$ cat src/rtl/alu_issue_ctrl.sv
// rtl/alu_issue_ctrl.sv - four-state issue controller driving an external 8-bit ALU
// Owns R0..R3 and the architectural flags; one instruction in flight at a time.
module alu_issue_ctrl (
    input  logic        clock,
    input  logic        reset,
    input  logic [15:0] instr,
    input  logic        instr_valid,
    output logic        instr_ready,
    output logic [7:0]  alu_in1,
    output logic [7:0]  alu_in2,
    output logic [3:0]  alu_op,
    input  logic [7:0]  alu_res,
    input  logic        alu_cf,
    input  logic        alu_zf,
    input  logic        alu_sf,
    input  logic        alu_of,
    output logic [3:0]  flags,
    output logic [7:0]  show_data,
    output logic        show_valid,
    output logic        illegal
);
    typedef enum logic [1:0] {
        S_IDLE      = 2'd0,
        S_DECODE    = 2'd1,
        S_EXECUTE   = 2'd2,
        S_WRITEBACK = 2'd3
    } state_t;

    localparam logic [3:0] OP_NOP   = 4'b0000;
    localparam logic [3:0] OP_ADD   = 4'b0001;
    localparam logic [3:0] OP_LDI   = 4'b0010;
    localparam logic [3:0] OP_SHOWR = 4'b1111;

    state_t      state_q;
    logic        ready_q;
    logic [15:0] instr_q;
    logic [7:0]  regs_q [4];
    logic [3:0]  flags_q;
    logic [7:0]  alu_in1_q;
    logic [7:0]  alu_in2_q;
    logic [3:0]  alu_op_q;
    logic [7:0]  show_data_q;
    logic        show_valid_q;
    logic        illegal_q;

    logic [3:0] op;
    logic [1:0] rd;
    logic [1:0] rs;
    logic [7:0] imm;
    logic       op_known;

    assign op       = instr_q[15:12];
    assign rd       = instr_q[11:10];
    assign rs       = instr_q[9:8];
    assign imm      = instr_q[7:0];
    assign op_known = (op == OP_NOP) || (op == OP_ADD) || (op == OP_LDI) || (op == OP_SHOWR);

    always_ff @(posedge clock) begin
        if (reset) begin
            state_q      <= S_IDLE;
            ready_q      <= 1'b0;
            instr_q      <= 16'h0000;
            for (int i = 0; i < 4; i++) regs_q[i] <= 8'h00;
            flags_q      <= 4'b0000;
            alu_in1_q    <= 8'h00;
            alu_in2_q    <= 8'h00;
            alu_op_q     <= OP_NOP;
            show_data_q  <= 8'h00;
            show_valid_q <= 1'b0;
            illegal_q    <= 1'b0;
        end else begin
            show_valid_q <= 1'b0;
            illegal_q    <= 1'b0;
            case (state_q)
                S_IDLE: begin
                    if (instr_valid && ready_q) begin
                        instr_q <= instr;
                        ready_q <= 1'b0;
                        state_q <= S_DECODE;
                    end else begin
                        ready_q <= 1'b1;
                    end
                end
                S_DECODE: begin
                    // Operands are snapshotted here, so ADD rd,rd sees the pre-write value twice.
                    alu_in1_q <= regs_q[rd];
                    alu_in2_q <= (op == OP_LDI) ? imm : regs_q[rs];
                    alu_op_q  <= op;
                    state_q   <= S_EXECUTE;
                end
                S_EXECUTE: begin
                    illegal_q <= !op_known;
                    state_q   <= S_WRITEBACK;
                end
                S_WRITEBACK: begin
                    case (op)
                        OP_ADD: begin
                            regs_q[rd] <= alu_res;
                            flags_q    <= {alu_cf, alu_zf, alu_sf, alu_of};
                        end
                        OP_LDI:   regs_q[rd] <= imm;
                        OP_SHOWR: begin
                            show_data_q  <= regs_q[rd];
                            show_valid_q <= 1'b1;
                        end
                        default: ;
                    endcase
                    alu_op_q <= OP_NOP;
                    ready_q  <= 1'b1;
                    state_q  <= S_IDLE;
                end
                default: state_q <= S_IDLE;
            endcase
        end
    end

    assign instr_ready = ready_q && !reset;
    assign alu_in1     = alu_in1_q;
    assign alu_in2     = alu_in2_q;
    assign alu_op      = alu_op_q;
    assign flags       = flags_q;
    assign show_data   = show_data_q;
    assign show_valid  = show_valid_q;
    assign illegal     = illegal_q;
endmodule

$ cat config.mk
export PLATFORM = sky130hd
export DESIGN_NAME = alu_issue_ctrl
export DESIGN_NICKNAME = d
export VERILOG_FILES = /design/src/rtl/alu_issue_ctrl.sv
export SDC_FILE = /design/constraint.sdc
export NUM_CORES = 1
export LEC_CHECK = 0
export ABC_AREA = 1
export CAP_MARGIN = 15
export CORE_ASPECT_RATIO = 1.25
export CORE_UTILIZATION = 30
export CTS_CLUSTER_DIAMETER = 80
export DETAILED_ROUTE_END_ITERATION = 8
export PLACE_DENSITY = 0.56
export SYNTH_ARGS = -nofsm -noshare
export SYNTH_HDL_FRONTEND = slang
export SYNTH_SLANG_ARGS = --single-unit
$ cat constraint.sdc
create_clock -name clock -period 3.18 [get_ports clock]
set_input_delay 0.477 -clock clock [delete_from_list [all_inputs] [get_ports clock]]
set_output_delay 0.477 -clock clock [all_outputs]
set_load 0.01 [all_outputs]
# --- Word level (Yosys, flattened, before mapping) ---
# Memories as Yosys holds them, arrays and structs flattened. A register that Yosys moved wholly into a read port is not among the register bits.
# Index checks and enable logic that the tools add are counted.
# Widths: inputs -> output; s select.
word_totals:
  ff_bits: 53
  ram_bits: 32
  input_bits: 31
  output_inout_bits: 35
  wordCells: 63
  memories: 1
op_classes:
  eq_ne: 7
  muxes: 25
  bitwise_logic: 3
  reduce_logical: 17
mem_list:
  columns: ["name", "depth", "width", "rd", "rd_clocked_by_memory_dff", "wr", "line", "source"]
  rows:
  - ["regs_q", 4, 8, 2, 2, 4, "37", "logic [7:0] regs_q [4];"]
op_table:
  columns: ["operator", "n"]
  rows:
  - ["$mux 8", 3]
  - ["$mux 1", 13]
  - ["$mux 2", 6]
  - ["$pmux 2 s4", 1]
  - ["$pmux 4 s2", 1]
  - ["$reduce_or 8->1", 1]
  - ["$reduce_and 2->1", 3]
  - ["$eq 2x2->1 const B", 2]
  - ["$eq 4x1->1 const B", 1]
  - ["$eq 4x2->1 const B", 1]
  - ["$eq 4x4->1 const B", 1]
  - ["$logic_not 4->1", 1]
  - ["$reduce_bool 2->1", 2]
  - ["$reduce_or 2->1", 2]
  - ["$logic_or 1x1->1", 3]
  - ["$eq 2x1->1 const B", 1]
  - ["$logic_and 1x1->1", 2]
  - ["$logic_not 1->1", 2]
  - ["$logic_not 2->1", 1]
  - ["$ne 2x2->1 const B", 1]
  - ["$not 1->1", 2]
  - ["$pmux 1 s2", 1]
  - ["$or 1x1->1", 1]

# --- Longest topological paths before layout ---
depth:
  ltp_word: 8
  mapped_depth: 9
  ltp_nobuf: 9

# --- Worst setup path after synthesis ---
# OpenSTA, ideal clock, no wires.
synth_timing:
  path_kind: "reg-to-reg"
  startpoint: "register state_q[0]"
  endpoint: "memory regs_q[0][0], enable pin"
  setup_ps: 329
  t_arrival_ps: 1327
  t_required_ps: 2851
  slack_ps: 1524
  path_stages_with_launch: 8
  path_buffers: 0
  synth_period_minus_slack_ps: 1656
  cell_sequence: "dfxtp_1 ha_1 inv_1 nor2_2 nand2_2 nand2_4 nand3_4 nand2_1"
synth_rtl:
  columns: ["element", "line", "source"]
  rows:
  - ["start: declaration", "34", "state_t state_q;"]
  - ["start signal: assignment", "60", "state_q <= S_IDLE;"]
  - ["start signal: assignment", "79", "state_q <= S_DECODE;"]
  - ["start signal: assignment", "89", "state_q <= S_EXECUTE;"]
  - ["end: declaration", "37", null]

# --- Worst setup path after layout ---
layout_timing:
  startpoint: "input reset"
  endpoint: "output instr_ready"
layout_via:
  elab_chain_len: 2
layout_lines:
  columns: ["element", "line", "source"]
  rows:
  - ["start: declaration", "5", "input logic reset,"]
  - ["$logic_not 1->1", "117", "assign instr_ready = ready_q && !reset;"]
  - ["$logic_and 1x1->1", "117", null]
  - ["end: declaration", "8", "output logic instr_ready,"]
# Every way passes these cells.

==> out/summary.txt <==
Crit share post-route: 0.7537
Die Area: 0.01398 sq mm
Most frequent cells after synthesis: 104 x nand2_1, 57 x dfxtp_1, 57 x nand3_1, 52 x nor2_1, 44 x o21ai_0
1st-iter DRT viols: 151
Clock buffer depth: 2
Synth unique cells: 29
Pre-CTS WS: 0.5923 ns
Placer congestion estimate: 0.8438
# H-tree levels: 3
Crit Path Category: in -> out
Fraction of registers with async set/reset: 0
Sw Pwr: 1178 uW
Post-CTS Setup Inserts: 0
Fin. Hold Viols: 0
Worst min path class: reg -> reg
Leakage: 0.002002 uW
Slew headroom: 0.4676
# clock sinks: 89
Worst-path clk slew: 0.06 ns
Antenna Cells: 0
Unrepaired setup endpoints after global routing: false
CTS Buf Count: 9
First-pass GRT wire length: 17420 um
Nets: 590
Fin area: 0.005116 sq mm
Avg WL per Cell: 14.53 um
Port bufs: 65
Final-report setup violation count: 0
Final WS setup: 0.7833 ns
Dominant synthesized flop cell: dfxtp_1
Final TNS setup: 0 ns
Pin count of the biggest net entering global routing: 33
Critical Path AT: 1.92 ns
Initial core utilization: 0.3063
Clock Latency Late Sink: 0.34 ns
Number of global-route vias before repair: 3452
Share of the synthesized area in the top cell type: 0.2816
Nature of the critical path startpoint: input port
Post-Synthesis Cells: 493
Clock share of power: 0.280
Vias per cell: 4.772
Root Driver: clkbuf_16
Yosys top cell by area: dfxtp_1
Switch share: 0.3382
CTS tree: yes
Syn. warnings: 0
Initial antenna violation count: 0
Syn Nets: 530
Slew Viols, Final: 0
IO Pins: 66
Worst-margin pin slew: 0.7986 ns
VDD IR max: 0.3202 mV
Logic pwr share: 0.295
Ratio of cells with drive above 1 in the final layout: 0.09319
Syn-to-layout area delta: 26.24%
Overall Global Routing Usage: 0.1625
Post-placement cell area: 0.004850 sq mm
Fin util: 0.3867
Max Freq: 417.2 MHz
Gr ovfl total: 0
Post-Layout Cell Count: 729
Die Y: 131.9 um
Sequential area share after synthesis: 0.5187
Power Dens Cells: 680.6 mW/mm^2
Placed Cells: 713
Drt drc: 0
Vias: 3479
HPWL after DPL: 7928 um
Reg power frac: 0.425
Fin crit period: 2.397 ns
Core area: 0.01323 sq mm
# hold bufs at CTS: 0
Outcome: complete, no violations
Setup crit end kind: primary output
Die W: 106.0 um
Internal: 2305 uW
Area contributors post-synth: dfxtp_1 28%, edfxtp_1 24%, nand2_1 9.6%, nand3_1 7.0%, o21ai_0 5.4%
Post-Route WL: 10590 um
Number of synthesized flops with an enable pin: 32
Post-DRT Antenna Nets: 0
Clk_skew: 0.009493 ns
DR pass1 iterations: 5
Post-CTS resize count: 0
Top-count cell post-synth: nand2_1
WP data required: 2.70 ns
Number of synthesized register bits: 89
Max cap viols: 0
Mapped cell area: 0.004053 sq mm
Crit-path max FO: 13
Avg Synthesized Cell Area: 8.220 sq um
Row count: 47
-- power by group through the flow --
stage	Clock (uW)	Combinational (uW)	Sequential [uW]
floorplan	0	602	1500
global placement	0	1020	1500
global route	1040	1140	1510
detailed placement	0	1030	1510
CTS	992	1040	1480
finish	975	1030	1480
-- registers in the layout (all words and copies together) (netlist names), named ones only --
signal,count
flags,4
illegal,1
show_data,8
regs_q,32
show_valid,1
ready_q,1
alu_in1,8
state_q,2
alu_op,4
alu_in2,8
instr_q,16
-- worst paths after layout --
kind / startpoint / slack, ns / cells after the start / endpoint
setup / recovery: reset / 0.78 / 3 / instr_ready
hold reg to reg: instr_q[7] / 0.47 / 2 / instr_q[7]
hold / removal: instr_q[7] / 0.47 / 2 / instr_q[7]
setup reg to reg: state_q[0] / 1.14 / 7 / regs_q[3][7]
-- layout make-up --
class | count | area (sq um)
clock inverters | 3 | 16.27
well taps | 171 | 214.0
fillers | 1365 | 8115
clock buffers | 13 | 250.2
repair buffers | 72 | 703.2
flip-flops and latches | 89 | 2102
multi-input cells | 329 | 1635
inverters | 52 | 195.2
-- layer usage --
metal / up-vias / global-route usage / routed length (um)
met4: 0 / 0.1103 / 527
met1: 1591 / 0.2023 / 4495
li1: 1736 / - / -
met2: 121 / 0.2585 / 5086
met5: - / 0 / 0
met3: 31 / 0.02472 / 483
-- placed cells by master (no fill, tap or decap), drive strengths merged --
cell	count
dfxtp	57
a21oi	34
nor2	57
a31oi	2
nor3	1
inv	52
ha	6
nand4	1
clkbuf	13
nand3	60
clkinv	3
o211ai	7
o21ai	46
a211oi	1
nand2	114
clkdlybuf4s50	65
buf	7
edfxtp	32
-- worst max-delay path, stage by stage --
cell and delay [ns]:
clkdlybuf4s50_1 0.69, nor2_1 0.20, clkdlybuf4s50_1 0.55
-- stage by stage --
step | hold WS (ns) | total power [uW]
6_report | 0.4735 | 3482
2_1_floorplan | 0.4384 | 2104
4_1_cts | 0.4710 | 3512
5_1_grt | 0.4931 | 3693
3_5_place_dp | 0.4614 | 2540
3_3_place_gp | 0.4568 | 2523
-- logic make-up (layout without fill, tap and decap cells) --
| group | Yosys count | count (layout) | share of synthesized area |
|---|---|---|---|
| flops | 89 | 89 | 0.5187 |
| buf+inv | 75 | 140 | 0.07780 |
| compound gates | 90 | 90 | 0.1213 |
| fa+ha+maj | 6 | 6 | 0.01852 |
| simple gates | 233 | 233 | 0.2637 |
No activity file was read; power rests on OpenSTA's default activity.
